### config.mk
export PLATFORM = sky130hd
export DESIGN_NAME = dcache_axi_line
export DESIGN_NICKNAME = d
export VERILOG_FILES = /design/src/rtl/dcache_pkg.sv /design/src/rtl/dcache_axi_line.sv
export SDC_FILE = /design/constraint.sdc
export NUM_CORES = 1
export LEC_CHECK = 0
export BUFFER_PORTS_ARGS = -buffer_cell sky130_fd_sc_hd__buf_2
export CAP_MARGIN = 30
export CORE_AREA = 2 2 267 269
export DETAILED_ROUTE_END_ITERATION = 6
export DIE_AREA = 0 0 269 271
export MAX_ROUTING_LAYER = met4
export SLEW_MARGIN = 40
export SYNTH_ARGS = -nofsm -noshare
export SYNTH_HDL_FRONTEND = slang
export SYNTH_SLANG_ARGS = --single-unit
### constraint.sdc
create_clock -name clk -period 16.15 [get_ports clk]
set_input_delay 4.0375 -clock clk [delete_from_list [all_inputs] [get_ports clk]]
set_output_delay 4.0375 -clock clk [all_outputs]
set_load 0.05 [all_outputs]
### src/rtl/dcache_pkg.sv
// Shared constants and types for the data-cache line refill/writeback engine.
package dcache_pkg;

  // Line geometry: eight 32-bit words per 32-byte cache line.
  localparam int LINE_WORDS = 8;
  localparam int WORD_W     = 32;
  localparam int LINE_W     = LINE_WORDS * WORD_W;
  localparam int BEAT_W     = 3;
  localparam int OFFSET_W   = 5;

  // Index of the final beat in a full-line burst.
  localparam logic [BEAT_W-1:0] LAST_BEAT = BEAT_W'(LINE_WORDS - 1);

  // Burst length field is "beats minus one".
  localparam logic [7:0] BURST_LEN = 8'(LINE_WORDS - 1);

  // Burst type encodings.
  localparam logic [1:0] BURST_FIXED = 2'b00;
  localparam logic [1:0] BURST_INCR  = 2'b01;
  localparam logic [1:0] BURST_WRAP  = 2'b10;

  // Response code encodings.
  localparam logic [1:0] RESP_OKAY   = 2'b00;
  localparam logic [1:0] RESP_EXOKAY = 2'b01;
  localparam logic [1:0] RESP_SLVERR = 2'b10;
  localparam logic [1:0] RESP_DECERR = 2'b11;

  // Engine states.
  typedef enum logic [2:0] {
    ST_IDLE    = 3'd0,
    ST_WR_DATA = 3'd1,
    ST_WR_RESP = 3'd2,
    ST_RD_ADDR = 3'd3,
    ST_RD_DATA = 3'd4
  } state_t;

  // Drops the byte offset within a line so bursts always start on a line boundary.
  function automatic logic [31:0] line_align(input logic [31:0] addr);
    return {addr[31:OFFSET_W], {OFFSET_W{1'b0}}};
  endfunction

  // Anything other than a plain OKAY is reported upward as an error.
  function automatic logic resp_is_error(input logic [1:0] resp);
    return resp != RESP_OKAY;
  endfunction

endpackage

### src/rtl/dcache_axi_line.sv
// Moves one cache line between the data cache and an AXI-style memory port:
// an eviction writes the line as an 8-beat INCR burst, a fill reads one back.
module dcache_axi_line
  import dcache_pkg::*;
#(
  parameter logic [3:0] AXI_ID = 4'd0
) (
  input  logic                clk,
  input  logic                rst,
  input  logic                fill_req_i,
  input  logic                evict_req_i,
  input  logic [31:0]         req_addr_i,
  input  logic [LINE_W-1:0]   evict_data_i,
  output logic                req_ready_o,
  output logic                fill_valid_o,
  output logic [LINE_W-1:0]   fill_data_o,
  output logic                evict_done_o,
  output logic                err_o,
  output logic                mem_valid_o,
  output logic                mem_write_o,
  output logic [31:0]         mem_addr_o,
  output logic [3:0]          mem_id_o,
  output logic [7:0]          mem_len_o,
  output logic [1:0]          mem_burst_o,
  output logic [WORD_W-1:0]   mem_wdata_o,
  output logic [3:0]          mem_wstrb_o,
  input  logic                mem_accept_i,
  input  logic                mem_bvalid_i,
  input  logic [1:0]          mem_bresp_i,
  output logic                mem_bready_o,
  input  logic                mem_rvalid_i,
  input  logic [WORD_W-1:0]   mem_rdata_i,
  input  logic [1:0]          mem_rresp_i,
  input  logic                mem_rlast_i,
  output logic                mem_rready_o
);

  state_t              state_q;
  state_t              state_d;
  logic [31:0]         addr_q;
  logic [WORD_W-1:0]   line_q [LINE_WORDS];
  logic [BEAT_W-1:0]   beat_q;
  logic                err_q;
  logic                fill_valid_q;
  logic                evict_done_q;
  logic                err_pulse_q;

  logic                idle;
  logic                take_evict;
  logic                take_fill;
  logic                wr_beat_done;
  logic                wr_last_beat;
  logic                rd_addr_done;
  logic                b_handshake;
  logic                r_handshake;
  logic                r_final;
  logic                rd_beat_err;
  logic                b_err;

  // Request acceptance: an eviction always wins, a simultaneous fill is dropped.
  assign idle         = (state_q == ST_IDLE);
  assign take_evict   = idle && evict_req_i;
  assign take_fill    = idle && fill_req_i && !evict_req_i;

  // Handshake qualifiers, each only meaningful in its own state.
  assign wr_beat_done = (state_q == ST_WR_DATA) && mem_accept_i;
  assign wr_last_beat = wr_beat_done && (beat_q == LAST_BEAT);
  assign rd_addr_done = (state_q == ST_RD_ADDR) && mem_accept_i;
  assign b_handshake  = (state_q == ST_WR_RESP) && mem_bvalid_i;
  assign r_handshake  = (state_q == ST_RD_DATA) && mem_rvalid_i;
  assign r_final      = r_handshake && mem_rlast_i;

  // A read beat is bad if its response is bad, if the burst ends short,
  // or if the memory keeps streaming past the last word of the line.
  assign rd_beat_err  = resp_is_error(mem_rresp_i)
                      || (mem_rlast_i && (beat_q != LAST_BEAT))
                      || (!mem_rlast_i && (beat_q == LAST_BEAT));
  assign b_err        = resp_is_error(mem_bresp_i);

  // State register; reset abandons any burst in flight.
  always_ff @(posedge clk or posedge rst) begin
    if (rst) begin
      state_q <= ST_IDLE;
    end else begin
      state_q <= state_d;
    end
  end

  // Next-state selection and the per-state handshake outputs.
  always_comb begin
    state_d      = state_q;
    mem_valid_o  = 1'b0;
    mem_write_o  = 1'b0;
    mem_wstrb_o  = 4'h0;
    mem_wdata_o  = '0;
    mem_bready_o = 1'b0;
    mem_rready_o = 1'b0;
    unique case (state_q)
      ST_IDLE: begin
        if (take_evict) begin
          state_d = ST_WR_DATA;
        end else if (take_fill) begin
          state_d = ST_RD_ADDR;
        end
      end
      ST_WR_DATA: begin
        mem_valid_o = 1'b1;
        mem_write_o = 1'b1;
        mem_wstrb_o = 4'hF;
        mem_wdata_o = line_q[beat_q];
        if (wr_last_beat) begin
          state_d = ST_WR_RESP;
        end
      end
      ST_WR_RESP: begin
        mem_bready_o = 1'b1;
        if (b_handshake) begin
          state_d = ST_IDLE;
        end
      end
      ST_RD_ADDR: begin
        mem_valid_o = 1'b1;
        if (rd_addr_done) begin
          state_d = ST_RD_DATA;
        end
      end
      ST_RD_DATA: begin
        mem_rready_o = 1'b1;
        if (r_final) begin
          state_d = ST_IDLE;
        end
      end
      default: begin
        state_d = ST_IDLE;
      end
    endcase
  end

  // Line buffer, beat counter, sticky error and the completion pulses.
  always_ff @(posedge clk or posedge rst) begin
    if (rst) begin
      addr_q       <= '0;
      beat_q       <= '0;
      err_q        <= 1'b0;
      fill_valid_q <= 1'b0;
      evict_done_q <= 1'b0;
      err_pulse_q  <= 1'b0;
      for (int i = 0; i < LINE_WORDS; i++) begin
        line_q[i] <= '0;
      end
    end else begin
      fill_valid_q <= 1'b0;
      evict_done_q <= 1'b0;
      err_pulse_q  <= 1'b0;

      if (take_evict) begin
        addr_q <= line_align(req_addr_i);
        beat_q <= '0;
        err_q  <= 1'b0;
        for (int i = 0; i < LINE_WORDS; i++) begin
          line_q[i] <= evict_data_i[i*WORD_W +: WORD_W];
        end
      end else if (take_fill) begin
        addr_q <= line_align(req_addr_i);
        beat_q <= '0;
        err_q  <= 1'b0;
      end

      if (wr_beat_done) begin
        beat_q <= beat_q + 1'b1;
      end

      if (b_handshake) begin
        err_q        <= err_q || b_err;
        evict_done_q <= 1'b1;
        err_pulse_q  <= err_q || b_err;
      end

      if (r_handshake) begin
        line_q[beat_q] <= mem_rdata_i;
        beat_q         <= beat_q + 1'b1;
        err_q          <= err_q || rd_beat_err;
        if (mem_rlast_i) begin
          fill_valid_q <= 1'b1;
          err_pulse_q  <= err_q || rd_beat_err;
        end
      end
    end
  end

  // Present the line buffer as a flat vector, word 0 in the low bits.
  for (genvar g = 0; g < LINE_WORDS; g++) begin : g_fill_data
    assign fill_data_o[g*WORD_W +: WORD_W] = line_q[g];
  end

  // Held ready is masked during reset so every handshake output reads zero then.
  assign req_ready_o  = idle && !rst;
  assign fill_valid_o = fill_valid_q;
  assign evict_done_o = evict_done_q;
  assign err_o        = err_pulse_q;
  assign mem_addr_o   = addr_q;
  assign mem_id_o     = AXI_ID;
  assign mem_len_o    = BURST_LEN;
  assign mem_burst_o  = BURST_INCR;

endmodule

==> impl_metrics.ini <==
[worst_setup_path]
cpMostUsedCell = buf_2
r2r_end = fill_data_o[173]$_DFF_PP0_
cp_max_fo = 2
cp-start-kind = input pin
critPathLaunch = rst
reg2regPathDepth = 4
cp_slowest_cell = buf_2
path_cells = buf_2 > nor2_1 > buf_2
critPathCaptureType = output pin
reg2reg_slack_ps = 12930
required_ps = 12110
timing.rr.start = beat_q[2]$_DFFE_PP0P_
critPathKind = input pin to output pin
slowest_delay_ps = 270
critPathCapture = req_ready_o
cp_top_family = buffers and inverters
critPathArrivalTime_ps = 4540
crit_cells = 3
path_buf_inv = 2

[route]
drc = 0
drt_iter0_markers = 692
wl_met2_um = 32920
final_antenna_net_count = 0
wl_per_cell_um = 22.79
wl_met1_um = 25490
via_count = 13050
wl_um = 64260
dr.max_layer_used = met4
met3_length_um = 3849
firstDrtPassIters = 5
drt-vias-per-instance = 4.628

[layout]
nNetsFinal = 2183
fill_cells = 7030
final_cell_mix = buf_2 (653), dfrtp_1 (292), mux2_1 (183), mux2_4 (180), mux2_2 (176)
postLayoutCoreUtil = 0.3254
layout-drive-gt1-share = 0.5932
multi_input_area_sq_um = 9273
seq_area_sq_um = 7336
synthToLayoutAreaGrowth_pct = 31.12
layout_commonest_cell = buf_2

[sta]
finalSetupViolCount = 0
timing.hold.ws_ps = 506.5
rsz0062_at_grt = false
slew_viol_final = 0
finalCriticalPeriod_ps = 8581
setup_tns_ps = 0
slew_headroom = 0.4310
fmax_mhz = 116.5
hold_viol = 0
tightest_slew_ps = 853.5
min_period_over_period = 0.5313
clock_skew_ps = 10.06

[synth]
synthArstFlopShare = 1.000
yosys_warnings = 0
synth_cells = 1229
seq_area_frac_synth = 0.4233
ys.flop_type = dfrtp_1
synth_edf_count = 0
yosys_register_bits = 293
synth_top_area_frac = 0.4233
yosys.area.top_type = dfrtp_1
netlist-cell-type-count = 39
avgSynthCellArea_sq_um = 14.09
syn-cell-area_sq_um = 17320
synthTopCellsByArea = dfrtp_1 (42%), mux2_4 (16%), mux2_1 (12%), mux2_2 (11%), mux2i_1 (7.6%)

[flow_run]
cap_violations = 0

[cts]
clockBufferDepth = 3
postCtsResizedCells = 0
cts_setup_buffers = 0
clk_pin_slew_ps = 60
hold_buffers = 0
cts_root_buf = clkbuf_16
numCtsBuffers = 36
h-tree-depth = 2
cts.sinks = 293
clock_latency_ps = 530
cts_tree = done

[die]
num_rows = 97
die_w_um = 269
io_pins = 678
die-area_sq_um = 72900
core_sq_um = 69790
die_h_um = 271
start_util = 0.2482

[placed_design]
gp_congestion = 0.8535
port_buffers = 653
hpwl_um = 46100

[grt]
grt_use_total = 0.1745
antenna_found_initial = 7
grt_max_degree = 101
grt_overflow = 0
grt_first_pass_wirelength_um = 92780
first_global_vias = 14100

[outcome]
status = complete, no violations

[power]
peakVddDrop_uv = 143.1
power_leakage_nw = 11.34
p_per_area_nw_per_um2 = 266.0

[min_path]
min_path_type = register to register
worst min path at each step:
stage	from	to	depth (start not counted)
final	mem_addr_o[5]$_DFFE_PP0P_	mem_addr_o[5]$_DFFE_PP0P_	1
after global routing	mem_addr_o[5]$_DFFE_PP0P_	mem_addr_o[5]$_DFFE_PP0P_	1
after CTS	mem_addr_o[5]$_DFFE_PP0P_	mem_addr_o[5]$_DFFE_PP0P_	1
after detailed placement	mem_addr_o[5]$_DFFE_PP0P_	mem_addr_o[5]$_DFFE_PP0P_	1
after global placement	mem_addr_o[5]$_DFFE_PP0P_	mem_addr_o[5]$_DFFE_PP0P_	1
after floorplan	err_q$_DFFE_PP0P_	err_q$_DFFE_PP0P_	2
power breakdown:
part	total, mW	internal, mW	switching [mW]
sequential	1.46	1.12	0.343
combinational	3.72	1.29	2.44
clock	0.857	0.532	0.325
sequential cells by signal (all words and copies together) (netlist names):
signal	count
beat_q	3
state_q	3
mem_addr_o	27
err_o	1
fill_data_o	256
evict_done_o	1
fill_valid_o	1
err_q	1
metal layers:
| layer | vias to the layer above | GRT usage |
|---|---|---|
| met5 | - | - |
| met4 | 0 | 0.06287 |
| met3 | 104 | 0.03541 |
| met2 | 524 | 0.3030 |
| met1 | 6649 | 0.1972 |
| li1 | 5773 | - |
Yosys cell counts (all sizes together), types with 2 or more instances:
| cell type | instances |
|---|---|
| mux2 | 539 |
| dfrtp | 293 |
| mux2i | 131 |
| buf | 95 |
| a22oi | 64 |
| and3 | 33 |
| clkbuf | 19 |
| inv | 6 |
| nand3 | 5 |
| nor2 | 5 |
| o21ai | 5 |
| nand3b | 4 |
| nor2b | 3 |
| a21oi | 2 |
| and2 | 2 |
| conb | 2 |
| ha | 2 |
| nand2 | 2 |
| nor3 | 2 |
| or3 | 2 |
area by class of cell:
type,count,area share
Sequential cell,293,0.3230
Timing Repair Buffer,679,0.1601
Inverter,6,0.001433
Multi-Input combinational cell,833,0.4083
Clock buffer,54,0.04843
Antenna cell,7,0.0007713
Tap cell,940,0.05179
Clock inverter,8,0.006171
kinds of logic after synthesis:
group	count (synthesis)	share of synthesized area
AO/OA/AOI/OAI	77	0.03280
XOR/XNOR	1	0.0005058
buffers and inverters	120	0.04732
multiplexers	670	0.4652
adder cells (fa/ha/maj)	2	0.001445
other	2	0.0004336
AND/OR/NAND/NOR	64	0.02897
flip-flops	293	0.4233
through the flow:
| step | std cells | cell area [sq um] | power (mW) | worst slack (ps) |
|---|---|---|---|---|
| final | 2820 | 22710 | 6.040 | 7569 |
| after global placement | 2740 | 21200 | 5.118 | 7529 |
| after global routing | 2820 | 22710 | 6.311 | 7527 |
| after CTS | 2812 | 22660 | 6.068 | 7564 |
| after detailed placement | 2750 | 21420 | 5.187 | 7568 |
| after floorplan | 1246 | 17380 | 4.276 | 4022 |
(Power assumes the default switching activity.)
